==> src/rtl/mem_access.sv <==
// mem_access: MEM pipeline stage with req/ack data port, stall and MEM/WB register.
// Optional DMEM_ALIGN_CHECK_EN: reject misaligned half/word accesses.
module mem_access #(
    parameter int unsigned ACK_TIMEOUT = 255
) (
    input  logic        clk,
    input  logic        rst,
    input  logic [0:8]  ctrl,
    input  logic [0:5]  alu_ctrl,
    input  logic [0:31] alu_out,
    input  logic [0:31] mult_out,
    input  logic [0:31] write_data,
    input  logic [0:2]  dmem_info,
    input  logic [0:4]  write_reg,
    output logic [0:31] dmem_addr,
    output logic [0:31] dmem_wdata,
    output logic [0:3]  dmem_be,
    output logic        dmem_req,
    output logic        dmem_we,
    input  logic [0:31] dmem_rdata,
    input  logic        dmem_ack,
    output logic        reg_lock,
    output logic [0:4]  write_reg_mem,
    output logic [0:31] write_val_mem,
    output logic        reg_write_mem,
    output logic [0:9]  ctrl_wb,
    output logic [0:4]  write_reg_wb,
    output logic [0:31] write_val_wb,
    output logic        bus_err,
    output logic        misalign
);

    typedef enum logic {
        S_IDLE,
        S_WAIT
    } state_t;

    state_t      state, nstate;
    logic [7:0]  cnt, cnt_n;

    logic        mem_op;
    logic        mis;
    logic        req;
    logic        complete;
    logic        abort;
    logic        kill;
    logic [1:0]  sz;
    logic [1:0]  off;
    logic        is_byte, is_half;
    logic [31:0] wd, rd;
    logic [31:0] wlane;
    logic [3:0]  be;
    logic [7:0]  rbyte;
    logic [15:0] rhalf;
    logic [31:0] ext;
    logic [31:0] result;
    logic [31:0] fwd_val;
    logic [0:8]  ctrl_k;

    // Lane steering for stores, extraction for loads, alignment check.
    always_comb begin
        mem_op  = ctrl[2] | ctrl[3];
        sz      = dmem_info[0:1];
        off     = alu_out[30:31];
        is_byte = (sz == 2'b00);
        is_half = (sz == 2'b01);
        wd      = write_data;
        rd      = dmem_rdata;
        wlane   = wd;
        be      = 4'b1111;
        rbyte   = 8'h00;
        rhalf   = off[1] ? rd[15:0] : rd[31:16];
        ext     = rd;
        unique case (off)
            2'd0:    rbyte = rd[31:24];
            2'd1:    rbyte = rd[23:16];
            2'd2:    rbyte = rd[15:8];
            default: rbyte = rd[7:0];
        endcase
        unique case (1'b1)
            is_byte: begin
                be    = 4'b1000 >> off;
                wlane = {4{wd[7:0]}};
                ext   = dmem_info[2] ? {24'h0, rbyte}
                                     : {{24{rbyte[7]}}, rbyte};
            end
            is_half: begin
                be    = off[1] ? 4'b0011 : 4'b1100;
                wlane = {2{wd[15:0]}};
                ext   = dmem_info[2] ? {16'h0, rhalf}
                                     : {{16{rhalf[15]}}, rhalf};
            end
            default: begin
                be    = 4'b1111;
                wlane = wd;
                ext   = rd;
            end
        endcase
`ifdef DMEM_ALIGN_CHECK_EN
        mis = mem_op & ((is_half & off[0]) |
                        ((sz == 2'b10) & (off != 2'b00)));
`else
        mis = 1'b0;
`endif
    end

    // Access FSM: issue, wait for ack, or give up after ACK_TIMEOUT waits.
    always_comb begin
        nstate   = state;
        cnt_n    = cnt;
        req      = 1'b0;
        complete = 1'b0;
        abort    = 1'b0;
        unique case (state)
            S_IDLE: begin
                if (mem_op & ~mis) begin
                    req = 1'b1;
                    if (dmem_ack) begin
                        complete = 1'b1;
                    end else begin
                        nstate = S_WAIT;
                        cnt_n  = 8'd0;
                    end
                end
            end
            default: begin
                req = 1'b1;
                if (dmem_ack) begin
                    complete = 1'b1;
                    nstate   = S_IDLE;
                    cnt_n    = 8'd0;
                end else if (cnt == 8'(ACK_TIMEOUT - 1)) begin
                    abort  = 1'b1;
                    nstate = S_IDLE;
                    cnt_n  = 8'd0;
                end else begin
                    cnt_n = cnt + 8'd1;
                end
            end
        endcase
    end

    // Forwarding value, stall and port drive.
    always_comb begin
        kill     = abort | mis;
        reg_lock = mem_op & ~mis & ~complete & ~abort;
        result   = ((alu_ctrl == 6'h0e) || (alu_ctrl == 6'h16))
                   ? mult_out : alu_out;
        fwd_val  = ctrl[2] ? (kill ? 32'h0 : ext) : result;
        ctrl_k    = ctrl;
        ctrl_k[4] = ctrl[4] & ~kill;
        write_val_mem = fwd_val;
        write_reg_mem = write_reg;
        reg_write_mem = ctrl[4] & ~reg_lock & ~kill;
        dmem_addr     = {alu_out[0:29], 2'b00};
        dmem_be       = be;
        dmem_wdata    = wlane;
        dmem_req      = req & ~rst;
        dmem_we       = req & ctrl[3] & ~rst;
    end

    // FSM state, timeout counter and error pulses.
    always_ff @(posedge clk or posedge rst) begin
        if (rst) begin
            state    <= S_IDLE;
            cnt      <= 8'd0;
            bus_err  <= 1'b0;
            misalign <= 1'b0;
        end else begin
            state    <= nstate;
            cnt      <= cnt_n;
            bus_err  <= abort;
            misalign <= mis;
        end
    end

    // MEM/WB register; a stalled cycle inserts a bubble. Bit 9 is reserved.
    always_ff @(posedge clk or posedge rst) begin
        if (rst) begin
            ctrl_wb      <= '0;
            write_reg_wb <= '0;
            write_val_wb <= '0;
        end else if (reg_lock) begin
            ctrl_wb      <= '0;
            write_reg_wb <= '0;
            write_val_wb <= '0;
        end else begin
            ctrl_wb      <= {ctrl_k, 1'b0};
            write_reg_wb <= write_reg;
            write_val_wb <= fwd_val;
        end
    end

endmodule

==> config.mk <==
export PLATFORM = sky130hd
export DESIGN_NAME = mem_access
export DESIGN_NICKNAME = d
export VERILOG_FILES = /design/src/rtl/mem_access.sv
export SDC_FILE = /design/constraint.sdc
export NUM_CORES = 1
export LEC_CHECK = 0
export ABC_AREA = 1
export CAP_MARGIN = 20
export CORE_AREA = 2 2 120 122
export CTS_BUF_LIST = sky130_fd_sc_hd__clkbuf_4 sky130_fd_sc_hd__clkbuf_8
export DETAILED_ROUTE_END_ITERATION = 10
export DIE_AREA = 0 0 122 124
export HOLD_SLACK_MARGIN = 0.1
export PLACE_DENSITY = 0.74
export SLEW_MARGIN = 20
export SYNTH_ARGS = -nofsm -noshare
export SYNTH_HDL_FRONTEND = slang
export SYNTH_SLANG_ARGS = --single-unit
==> constraint.sdc <==
create_clock -name clk -period 2.1 [get_ports clk]
set_clock_uncertainty 0.1 [all_clocks]
set_input_delay 0.42 -clock clk [delete_from_list [all_inputs] [get_ports clk]]
set_output_delay 0.42 -clock clk [all_outputs]
set_load 0.005 [all_outputs]
==> impl_metrics.json <==
{
  "run_status": "finished, violations left",
  "violations": "setup timing",
  "row_count": 43,
  "synth_largest_type_area_fraction_pct": 28.7,
  "design.die.area_mm2": 0.0151,
  "detailed_place_hpwl_um": 17100,
  "final.setup.tns_ns": -9.15,
  "fin_crit_sh_pct": 117,
  "design.final.nets": 1360,
  "synthDominantAreaCellType": "dfrtp_1",
  "power_leakage_nw": 5.04,
  "initial_standard_cell_utilization_of_the_core_pct": 35.6,
  "synth_top_cells_by_count": "nand2_1, inv_1, nor2_1, dfrtp_1, nand3_1",
  "grt_max_degree": 44,
  "worstPathMaxFanout": 5,
  "synth.most_common_cell": "nand2_1",
  "post-place-cells": 1300,
  "clock_tree.htree_level_count": 2,
  "globalRoute.busiestLayer": "met2",
  "ir_drop_uv": 275,
  "drt_drc_violations_left": 0,
  "post_layout_nonfiller_instances": 1385,
  "area_growth_syn_to_fin_pct": 101,
  "grt.met3_usage_pct": 5.40,
  "finalHoldViolCount": 0,
  "global_route.usage.met2_pct": 54.3,
  "path_class": "reg -> out",
  "holdBufCountCts": 0,
  "syn-cell-area_mm2": 0.00488,
  "via_count_of_the_first_global_routing_pass": 6753,
  "worst_skew_pair.late_latency_ns": 0.33,
  "crit_arrival_ns": 1.94,
  "totalPowerFinal_w": 0.00382,
  "power.density_mw_per_mm2": 389,
  "cts-buffers-inserted": 5,
  "cts_root_buffer": "clkbuf_8",
  "yosysUniqueCellTypes": 38,
  "most_instantiated_flip_flop_cell_in_the_synthesis_netlist": "dfrtp_1",
  "synth_warnings": 0,
  "avgRoutedWirePerCell_um": 16.9,
  "finalCriticalPeriod_ns": 2.46,
  "edff_count_synth": 0,
  "post_drt_via_cell_ratio": 4.92,
  "synthArstFlopShare_pct": 100,
  "grt_first_pass_wirelength_um": 34000,
  "syn_avg_cell_area_um2": 6.22,
  "coreArea_mm2": 0.0137,
  "clock.fmax_mhz": 407,
  "io-pin-count": 312,
  "finalWorstSetupSlack_ns": -0.357,
  "n_antenna_cell": 0,
  "routed-via-count": 6814,
  "setup_violations": 34,
  "rsz0062_at_grt": "yes",
  "route.final.wire_length_um": 23400,
  "use_met1_pct": 32.0,
  "place_ws_ns": -0.918,
  "clock_tree_from_tritoncts": "done",
  "timing.critical_path.from_type": "flop",
  "hp-class": "in -> async",
  "detailedRoute.firstIterationViolations": 479,
  "number_of_synthesized_register_bits": 56,
  "gp_congestion": 0.902,
  "end_kind": "output pin",
  "fin_area_mm2": 0.00983,
  "yosysSeqAreaShare_pct": 28.7,
  "height_of_the_chip_um": 124,
  "port-buffer-count": 307,
  "clockBufferDepth": 2,
  "firstDrtPassIters": 5,
  "clkSlewWorstSetupHoldPaths_ns": 0.11,
  "final-max-slew-violation-count": 0,
  "drive_gt1_share_pct": 34.1,
  "number_of_sinks_on_the_clock_net": 56,
  "globalRouteOverflowTotal": 0,
  "syn_inst": 785,
  "ant_nets": 0,
  "globalRouteTotalUtil_pct": 29.1,
  "die_width_um": 122,
  "maxCapViolations": 0,
  "antenna_violations_before_repair": 0,
  "crit_required_ns": 1.58,
  "synth_area_leaders": "dfrtp_1, nand2_1, inv_1",
  "dpl-instance-area_mm2": 0.00861
}
## power breakdown
group | leakage (nW) | internal (W) | switching [W]
Combinational | 4.27 | 0.00110 | 0.000865
Clock | 0.0463 | 0.000247 | 0.000417
Sequential | 0.722 | 0.00116 | 0.0000331
Total | 5.04 | 0.00251 | 0.00132
## kinds of logic after synthesis
logic type | count (synthesis) | synth area share, %
AOI/OAI and AO/OA | 89 | 10.5
xor gates and xnor gates | 2 | 0.513
adders and majority gates | 2 | 0.512
buffers and inverters | 195 | 19.9
DFF | 56 | 28.7
other | 1 | 0.0768
and+or+nand+nor | 440 | 39.9
## area by class of cell
| cell class | count | area (µm²) |
|---|---|---|
| timing repair buffer | 495 | 4590 |
| fill | 1080 | 3890 |
| multi-input combinational | 538 | 3090 |
| sequential | 56 | 1400 |
| inverter | 108 | 433 |
| tap | 180 | 225 |
| clock buffer | 5 | 68.8 |
| clock inverter | 3 | 27.5 |
## routing by layer
metal / vias up / wire length (µm)
met1: 3145 / 8520
met3: 82 / 1640
met2: 365 / 12300
li1: 3222 / -
met5: - / 0
met4: 0 / 989
## timing repair
item                       in CTS  in global routing
hold endpoints to repair        0                  0
cloned                          2                  0
pin swaps                      44                 28
setup endpoints to repair      64                 47
gates resized for setup       337                 94
setup buffers                  64                 13
## critical path: stages, from the launching register on
cell,delay (ns)
dfrtp_1,0.42
inv_2,0.08
ha_4,0.12
nand2_2,0.05
inv_2,0.08
nand4_4,0.11
buf_12,0.17
buf_12,0.12
buf_12,0.13
nand2_4,0.05
inv_2,0.03
nand2_2,0.07
nand2_1,0.06
buf_2,0.12
## through the flow
stage / hold slack (ns) / utilization (%)
3_3_place_gp: 0.356 / 62.8
6_report: 0.209 / 71.7
2_1_floorplan: 0.337 / -
4_1_cts: 0.227 / 69.5
3_5_place_dp: 0.365 / 62.8
5_1_grt: 0.219 / 71.7
## sequential cells by signal (all words and copies together) (netlist names)
name / count
ctrl_wb: 9
state: 1
write_reg_wb: 5
bus_err: 1
cnt: 8
write_val_wb: 32
## worst paths after layout
path / startpoint / to / slack (ns) / cells after the start
setup / recovery: cnt[0]$_DFFE_PP0P_ / write_val_mem[20] / -0.36 / 13
hold / removal: rst / write_val_wb[23]$_DFF_PP0_ / 0.21 / 3
setup reg to reg: cnt[0]$_DFFE_PP0P_ / write_val_wb[20]$_DFF_PP0_ / 0.09 / 15
hold reg to reg: state$_DFF_PP0_ / state$_DFF_PP0_ / 0.38 / 1
max in group asynchronous: rst / cnt[2]$_DFFE_PP0P_ / 1.44 / 3
min in group clk: state$_DFF_PP0_ / state$_DFF_PP0_ / 0.38 / 1
## cells in the final DEF (no fill, tap or decap), types with 4 or more instances in the layout
cell / synthesis / routed
clkdlybuf4s50_1: 0 / 224
nand2_1: 246 / 176
buf_4: 48 / 148
nor2_1: 81 / 73
inv_1: 102 / 69
nand2_2: 12 / 56
dfrtp_1: 56 / 56
nand3_1: 54 / 46
a21oi_1: 45 / 39
buf_2: 18 / 36
inv_2: 5 / 32
nand3b_1: 32 / 32
dlygate4sd2_1: 0 / 27
nand2_4: 2 / 26
buf_6: 3 / 24
o21ai_0: 23 / 20
buf_12: 0 / 17
a21oi_2: 10 / 16
dlymetal6s2s_1: 0 / 10
inv_4: 1 / 6
nor2_4: 2 / 6
nor2_2: 1 / 5
nand3_4: 1 / 5
clkbuf_8: 0 / 5
clkbuf_2: 0 / 5
nand4_1: 4 / 4
nand3_2: 0 / 4
conb_1: 1 / 4
(Power assumes the default switching activity.)
